===== src/rtl/ann_weight_pkg.sv =====
// Shared constants and types for the weight-memory read path.
package ann_weight_pkg;

    localparam int WEIGHT_W      = 16;
    localparam int DEFAULT_DEPTH = 28;
    localparam int DEFAULT_AW    = 5;

    typedef enum logic [1:0] {
        IDLE,
        FETCH,
        DRAIN,
        DONE_ST
    } reader_state_t;

endpackage


===== src/rtl/weight_skid_fifo.sv =====
// Two-entry FIFO holding {weight, source index, last flag} between the BRAM and the MAC.
module weight_skid_fifo #(
    parameter int DW = 16,
    parameter int AW = 5
) (
    input  logic          clk,
    input  logic          rst_n,
    input  logic          push,
    input  logic [DW-1:0] push_data,
    input  logic [AW-1:0] push_index,
    input  logic          push_last,
    input  logic          pop,
    input  logic          flush,
    output logic [1:0]    count,
    output logic [DW-1:0] head_data,
    output logic [AW-1:0] head_index,
    output logic          head_last
);

    logic [DW-1:0] data_q  [2];
    logic [AW-1:0] index_q [2];
    logic [1:0]    last_q;
    logic          rd_ptr;
    logic          wr_ptr;
    logic [1:0]    count_q;
    logic          do_push;
    logic          do_pop;

    // A push into a full FIFO is legal only when the head leaves in the same cycle.
    assign do_pop  = pop && (count_q != 2'd0);
    assign do_push = push && ((count_q != 2'd2) || do_pop);

    always_ff @(posedge clk or negedge rst_n) begin
        if (!rst_n) begin
            for (int i = 0; i < 2; i++) begin
                data_q[i]  <= '0;
                index_q[i] <= '0;
            end
            last_q  <= '0;
            rd_ptr  <= 1'b0;
            wr_ptr  <= 1'b0;
            count_q <= 2'd0;
        end else if (flush) begin
            rd_ptr  <= 1'b0;
            wr_ptr  <= 1'b0;
            count_q <= 2'd0;
        end else begin
            if (do_push) begin
                data_q[wr_ptr]  <= push_data;
                index_q[wr_ptr] <= push_index;
                last_q[wr_ptr]  <= push_last;
                wr_ptr          <= ~wr_ptr;
            end
            if (do_pop) begin
                rd_ptr <= ~rd_ptr;
            end
            case ({do_push, do_pop})
                2'b10:   count_q <= count_q + 2'd1;
                2'b01:   count_q <= count_q - 2'd1;
                default: count_q <= count_q;
            endcase
        end
    end

    assign count      = count_q;
    assign head_data  = data_q[rd_ptr];
    assign head_index = index_q[rd_ptr];
    assign head_last  = last_q[rd_ptr];

endmodule


===== src/rtl/weight_bram_reader.sv =====
// Streams weights 0..DEPTH-1 from one weight BRAM to a neuron MAC, tolerating backpressure.
// w_valid/w_ready: a word transfers on every cycle both are high; while w_valid is high and
// w_ready is low the word (w_data, w_index, w_last) is held unchanged.
module weight_bram_reader
    import ann_weight_pkg::*;
#(
    parameter int DEPTH = DEFAULT_DEPTH,
    parameter int AW    = DEFAULT_AW,
    parameter int DW    = WEIGHT_W
) (
    input  logic          clk,
    input  logic          rst_n,
    input  logic          start,
    input  logic          abort,
    output logic [AW-1:0] bram_addr,
    output logic          bram_en,
    output logic          bram_we,
    output logic [DW-1:0] bram_di,
    input  logic [DW-1:0] bram_do,
    output logic [DW-1:0] w_data,
    output logic          w_valid,
    input  logic          w_ready,
    output logic [AW-1:0] w_index,
    output logic          w_last,
    output logic          busy,
    output logic          done,
    output reader_state_t state_dbg
);

    localparam logic [AW-1:0] LAST_ADDR = AW'(DEPTH - 1);

    reader_state_t state;
    reader_state_t state_nxt;
    logic [AW-1:0] issue_cnt;
    logic [1:0]    fifo_count;
    logic          issue;
    logic          pop;
    logic          head_last;

    // The BRAM registers on the falling edge, so a read issued this cycle is in flight
    // only until the next rising edge, where it lands in the FIFO.
    assign pop = w_valid && w_ready;

    always_comb begin
        state_nxt = state;
        issue     = 1'b0;
        case (state)
            IDLE: begin
                if (start) state_nxt = FETCH;
            end
            FETCH: begin
                issue = (fifo_count < 2'd2) || pop;
                if (issue && (issue_cnt == LAST_ADDR)) state_nxt = DRAIN;
            end
            DRAIN: begin
                if (pop && head_last) state_nxt = DONE_ST;
            end
            DONE_ST: begin
                state_nxt = IDLE;
            end
            default: state_nxt = IDLE;
        endcase
        if (abort) begin
            state_nxt = IDLE;
            issue     = 1'b0;
        end
    end

    always_ff @(posedge clk or negedge rst_n) begin
        if (!rst_n) begin
            state <= IDLE;
        end else begin
            state <= state_nxt;
        end
    end

    // Counter returns to zero after the last issue so the address never wraps.
    always_ff @(posedge clk or negedge rst_n) begin
        if (!rst_n) begin
            issue_cnt <= '0;
        end else if (abort) begin
            issue_cnt <= '0;
        end else if (issue) begin
            issue_cnt <= (issue_cnt == LAST_ADDR) ? '0 : issue_cnt + 1'b1;
        end
    end

    weight_skid_fifo #(
        .DW(DW),
        .AW(AW)
    ) u_fifo (
        .clk        (clk),
        .rst_n      (rst_n),
        .push       (issue),
        .push_data  (bram_do),
        .push_index (issue_cnt),
        .push_last  (issue_cnt == LAST_ADDR),
        .pop        (pop),
        .flush      (abort),
        .count      (fifo_count),
        .head_data  (w_data),
        .head_index (w_index),
        .head_last  (head_last)
    );

    assign w_valid   = (fifo_count != 2'd0);
    assign w_last    = head_last && w_valid;
    assign bram_en   = issue;
    assign bram_addr = issue_cnt;
    assign bram_we   = 1'b0;
    assign bram_di   = '0;
    assign busy      = (state != IDLE);
    assign done      = (state == DONE_ST);
    assign state_dbg = state;

endmodule


===== config.mk =====
export PLATFORM = sky130hd
export DESIGN_NAME = weight_bram_reader
export DESIGN_NICKNAME = d
export VERILOG_FILES = /design/src/rtl/ann_weight_pkg.sv /design/src/rtl/weight_skid_fifo.sv /design/src/rtl/weight_bram_reader.sv
export SDC_FILE = /design/constraint.sdc
export NUM_CORES = 1
export LEC_CHECK = 0
export BUFFER_PORTS_ARGS = -buffer_cell sky130_fd_sc_hd__clkbuf_2
export CORE_ASPECT_RATIO = 1.75
export CORE_MARGIN = 1.5
export CORE_UTILIZATION = 53
export CTS_CLUSTER_SIZE = 10
export DETAILED_ROUTE_END_ITERATION = 10
export PLACE_DENSITY = 0.8
export SYNTH_ARGS = -nofsm -noshare
export SYNTH_HDL_FRONTEND = slang
export SYNTH_HIERARCHICAL = 1
export SYNTH_SLANG_ARGS = --single-unit

===== constraint.sdc =====
create_clock -name clk -period 2.55 [get_ports clk]
set_clock_uncertainty 0.15 [all_clocks]
set_input_delay 0.3825 -clock clk [delete_from_list [all_inputs] [get_ports clk]]
set_output_delay 0.3825 -clock clk [all_outputs]
set_load 0.01 [all_outputs]

==> run_results.csv <==
group,metric,value,unit
sta,timing.fmax,0.429,GHz
synth,synth_area,2820,sq um
worst_setup_path,worstSetupPathType,"flop to flop",
worst_setup_path,endpoint_kind,"flop",
worst_setup_path,reg2reg_slack,0.22,ns
placed_design,gp_congestion,0.730,
clock_tree,cts_buffer_depth,2,
power,irDropWorstVdd,0.573,mV
sta,worst_slew_pin_slew,0.681,ns
global_routing,grt_antenna_before_repair,0,
drt,wl_per_cell,14.6,um
drt,drcViolationCount,5,
clock_tree,cts-hold-fix-buffers,0,
drt,drt.antenna.violating_nets,0,
sta,fin_tns_setup,0,ns
sta,rsz0062_at_grt,"no",
synth,synth-edff-count,0,
synth,yosys_most_used_dff,"dfrtp_1",
global_routing,grt_pass1_wl,7.92,mm
global_routing,grt_max_degree,56,
outcome,outcome,"finished with violations",
clock_tree,clk_latency,0.30,ns
synth,seq_area_frac_synth,0.488,
power,swShare,0.299,
synth,synth_most_common_cell,"dfrtp_1",
clock_tree,post_cts_buffers,0,
worst_setup_path,cp_slowest_cell,"or4b_1",
placed_design,dp.cells,320,
layout,nNetsFinal,298,
global_routing,globalRouteOverflowTotal,0,
job,max_cap_viol_count,0,
floorplanning,coreArea,5210,sq um
synth,syn_area_per_cell,13.2,sq um
power,p_per_area,912,nW/um^2
drt,drt-initial-drc-count,37,
synth,synth.largest_area_cell,"dfrtp_1",
sta,finalSetupViolCount,0,
power,p_total,2.96,mW
power,p_leak,1.75,nW
outcome,violations,"design-rule violations",
synth,yosys_register_bits,55,
power,p_clk_frac,0.203,
floorplanning,boundaryPins,71,
worst_setup_path,path_cells,"nor2_1 > nor2b_1 > nor3b_1 > or4b_1 > buf_12 > mux2_4",
synth,yosysWarnings,6,
clock_tree,htreeDepth,2,
power,p_int,2.07,mW
placed_design,place_area,3120,sq um
worst_setup_path,cp-start-kind,"flop",
worst_setup_path,r2r_end,"u_fifo/data_q[22]$_DFFE_PN0P_",
sta,slew_headroom,0.546,
drt,routed_wl,4.81,mm
layout,areaGrowthSynthToFinish,14.9,%
power,switching_power,885,uW
synth,yosysTopAreaCellShare,0.488,
layout,utilization,0.622,
synth,synth-adder-area-share,0.0222,
placed_design,io_buffers,53,
worst_setup_path,required,2.59,ns
global_routing,grtUsageTotal,0.178,
layout,drive_above_1_share,0.509,
sta,slew_violations,0,
sta,fin_crit_sh,0.915,
layout,final_cell_count_no_fill,328,
floorplanning,die_w,58.2,um
synth,ys_top_cells_by_count,"55 x dfrtp_1, 47 x mux2_2, 19 x mux2_4",
clock_tree,cts_buffers,5,
worst_setup_path,r2r-start,"u_fifo/count[0]$_DFFE_PN0P_",
sta,fin_crit,2.33,ns
worst_setup_path,cp.arrival,2.37,ns
synth,synth_mux_area_frac,0.306,
synth,synth.distinct_cells,35,
synth,synth_top_family_by_area,"multiplexers",
floorplanning,rows,35,
synth,synth_xor_area_frac,0.00621,
clock_tree,clk_pin_slew,0.10,ns
clock_tree,cts_tree,"yes",
clock_tree,cts_sinks,55,
worst_setup_path,max_stage_delay,0.54,ns
drt,first_pass_iters,9,
sta,hold_viol,0,
worst_setup_path,r2r_cells,6,
drt,vias,1716,
synth,yosys.area_share.simple,0.0736,
synth,async_flop_share,1.00,
synth,synth_compound_area_frac,0.0333,
worst_setup_path,crit_fanout,23,
min_path,hp-class,"input port to async pin",
clock_tree,cts_resized,0,
power,combPwrFrac,0.350,
global_routing,grt_pass1_vias,1720,
placed_design,hpwl,3.42,mm
power,p_seq_frac,0.447,
synth,synthTopCellsByArea,"dfrtp_1 49%, mux2_2 19%, mux2_4 10%",
layout,fin_area,3240,sq um
floorplanning,die_area,5790,sq um
clock_tree,cts_root_buf,"clkbuf_8",
floorplanning,start_util,0.541,
floorplanning,die-height,99.5,um
layout,antenna_cells,0,
synth,synth_cells,214,
drt,vias_per_cell,5.23,
-- flip-flops by register name, summed over array words and instances (netlist names) --
name and count:
u_fifo/data_q 32, u_fifo/index_q 10, bram_addr 5, state_dbg 2
u_fifo/count 2, u_fifo/last_q 2, u_fifo/rd_ptr 1, u_fifo/wr_ptr 1
-- power by group through the flow --
| stage | Clock, mW | Sequential, mW | Combinational, mW |
|---|---|---|---|
| floorplan | 0 | 1.29 | 0.765 |
| global placement | 0 | 1.33 | 1.02 |
| detailed placement | 0 | 1.34 | 1.04 |
| CTS | 0.615 | 1.33 | 1.05 |
| global route | 0.652 | 1.36 | 1.13 |
| finish | 0.601 | 1.32 | 1.04 |
-- cells by family (layout without fill, tap and decap cells) --
family	after synthesis	after routing
compound gates	15	15
xor+xnor	2	2
fa+ha+maj	5	5
buf+inv	30	73
flops	55	55
mux	71	71
other cells	1	17
simple gates	35	35
-- metal layers --
layer	wire length, um	part of all wire	track usage
met2	2590	0.54	0.316
met5	0	0	0
met3	140	0.029	0.0234
met1	2010	0.42	0.215
met4	61	0.013	0.0680
-- worst max-delay path by stage --
stage / endpoint / cells past startpoint / from
detailed placement: u_fifo/data_q[23]$_DFFE_PN0P_ / 6 / u_fifo/count[0]$_DFFE_PN0P_
global placement: u_fifo/data_q[16]$_DFFE_PN0P_ / 7 / state_dbg[1]$_DFFE_PN0P_
floorplan: u_fifo/data_q[16]$_DFFE_PN0P_ / 8 / state_dbg[1]$_DFFE_PN0P_
finish: u_fifo/data_q[22]$_DFFE_PN0P_ / 6 / u_fifo/count[0]$_DFFE_PN0P_
global route: u_fifo/index_q[6]$_DFFE_PN0P_ / 6 / u_fifo/count[0]$_DFFE_PN0P_
CTS: u_fifo/data_q[22]$_DFFE_PN0P_ / 6 / u_fifo/count[0]$_DFFE_PN0P_
-- cell type report --
type	instances	area, sq um
Fill cell	399	1970
Sequential cell	55	1380
Multi-Input combinational cell	145	1320
Timing Repair Buffer	60	343
Clock buffer	6	82.6
Tap cell	55	68.8
Clock inverter	2	38.8
Inverter	5	18.8
-- layout by cell type (no fill, tap or decap) --
cell type	instances
dfrtp_1	55
clkbuf_2	53
mux2_2	47
mux2_4	19
conb_1	17
nand2_1	7
nor2_1	6
nor2b_1	6
nand2b_1	6
clkbuf_8	6
mux2i_1	5
a21oi_1	5
ha_1	5
buf_4	5
inv_1	4
o21ai_0	3
nand3_1	2
xor2_1	2
buf_12	2
nand4b_4	1
inv_2	1
or3_1	1
a21oi_2	1
o21ai_1	1
o211ai_1	1
nand4_1	1
o21bai_1	1
and2_2	1
a41oi_1	1
a311oi_1	1
inv_6	1
bufinv_16	1
nor3b_1	1
or4b_1	1
nor3b_2	1
nor3_1	1
o21a_1	1
-- through the flow --
step / hold slack, ns / worst slack [ns]
2_1_floorplan: -0.0631 / 0.0511
3_3_place_gp: 0.333 / 0.283
3_5_place_dp: 0.342 / 0.248
4_1_cts: 0.0681 / 0.244
5_1_grt: 0.104 / 0.119
6_report: 0.0456 / 0.216
-- critical path: cells and delay by family, from the launching register on --
family / cells / cell delay [ns]
mux: 1 / 0.31
simple gates: 4 / 1.11
buf+inv: 1 / 0.21
flops: 1 / 0.46
Note: power is estimated with default switching activity, not from simulation.
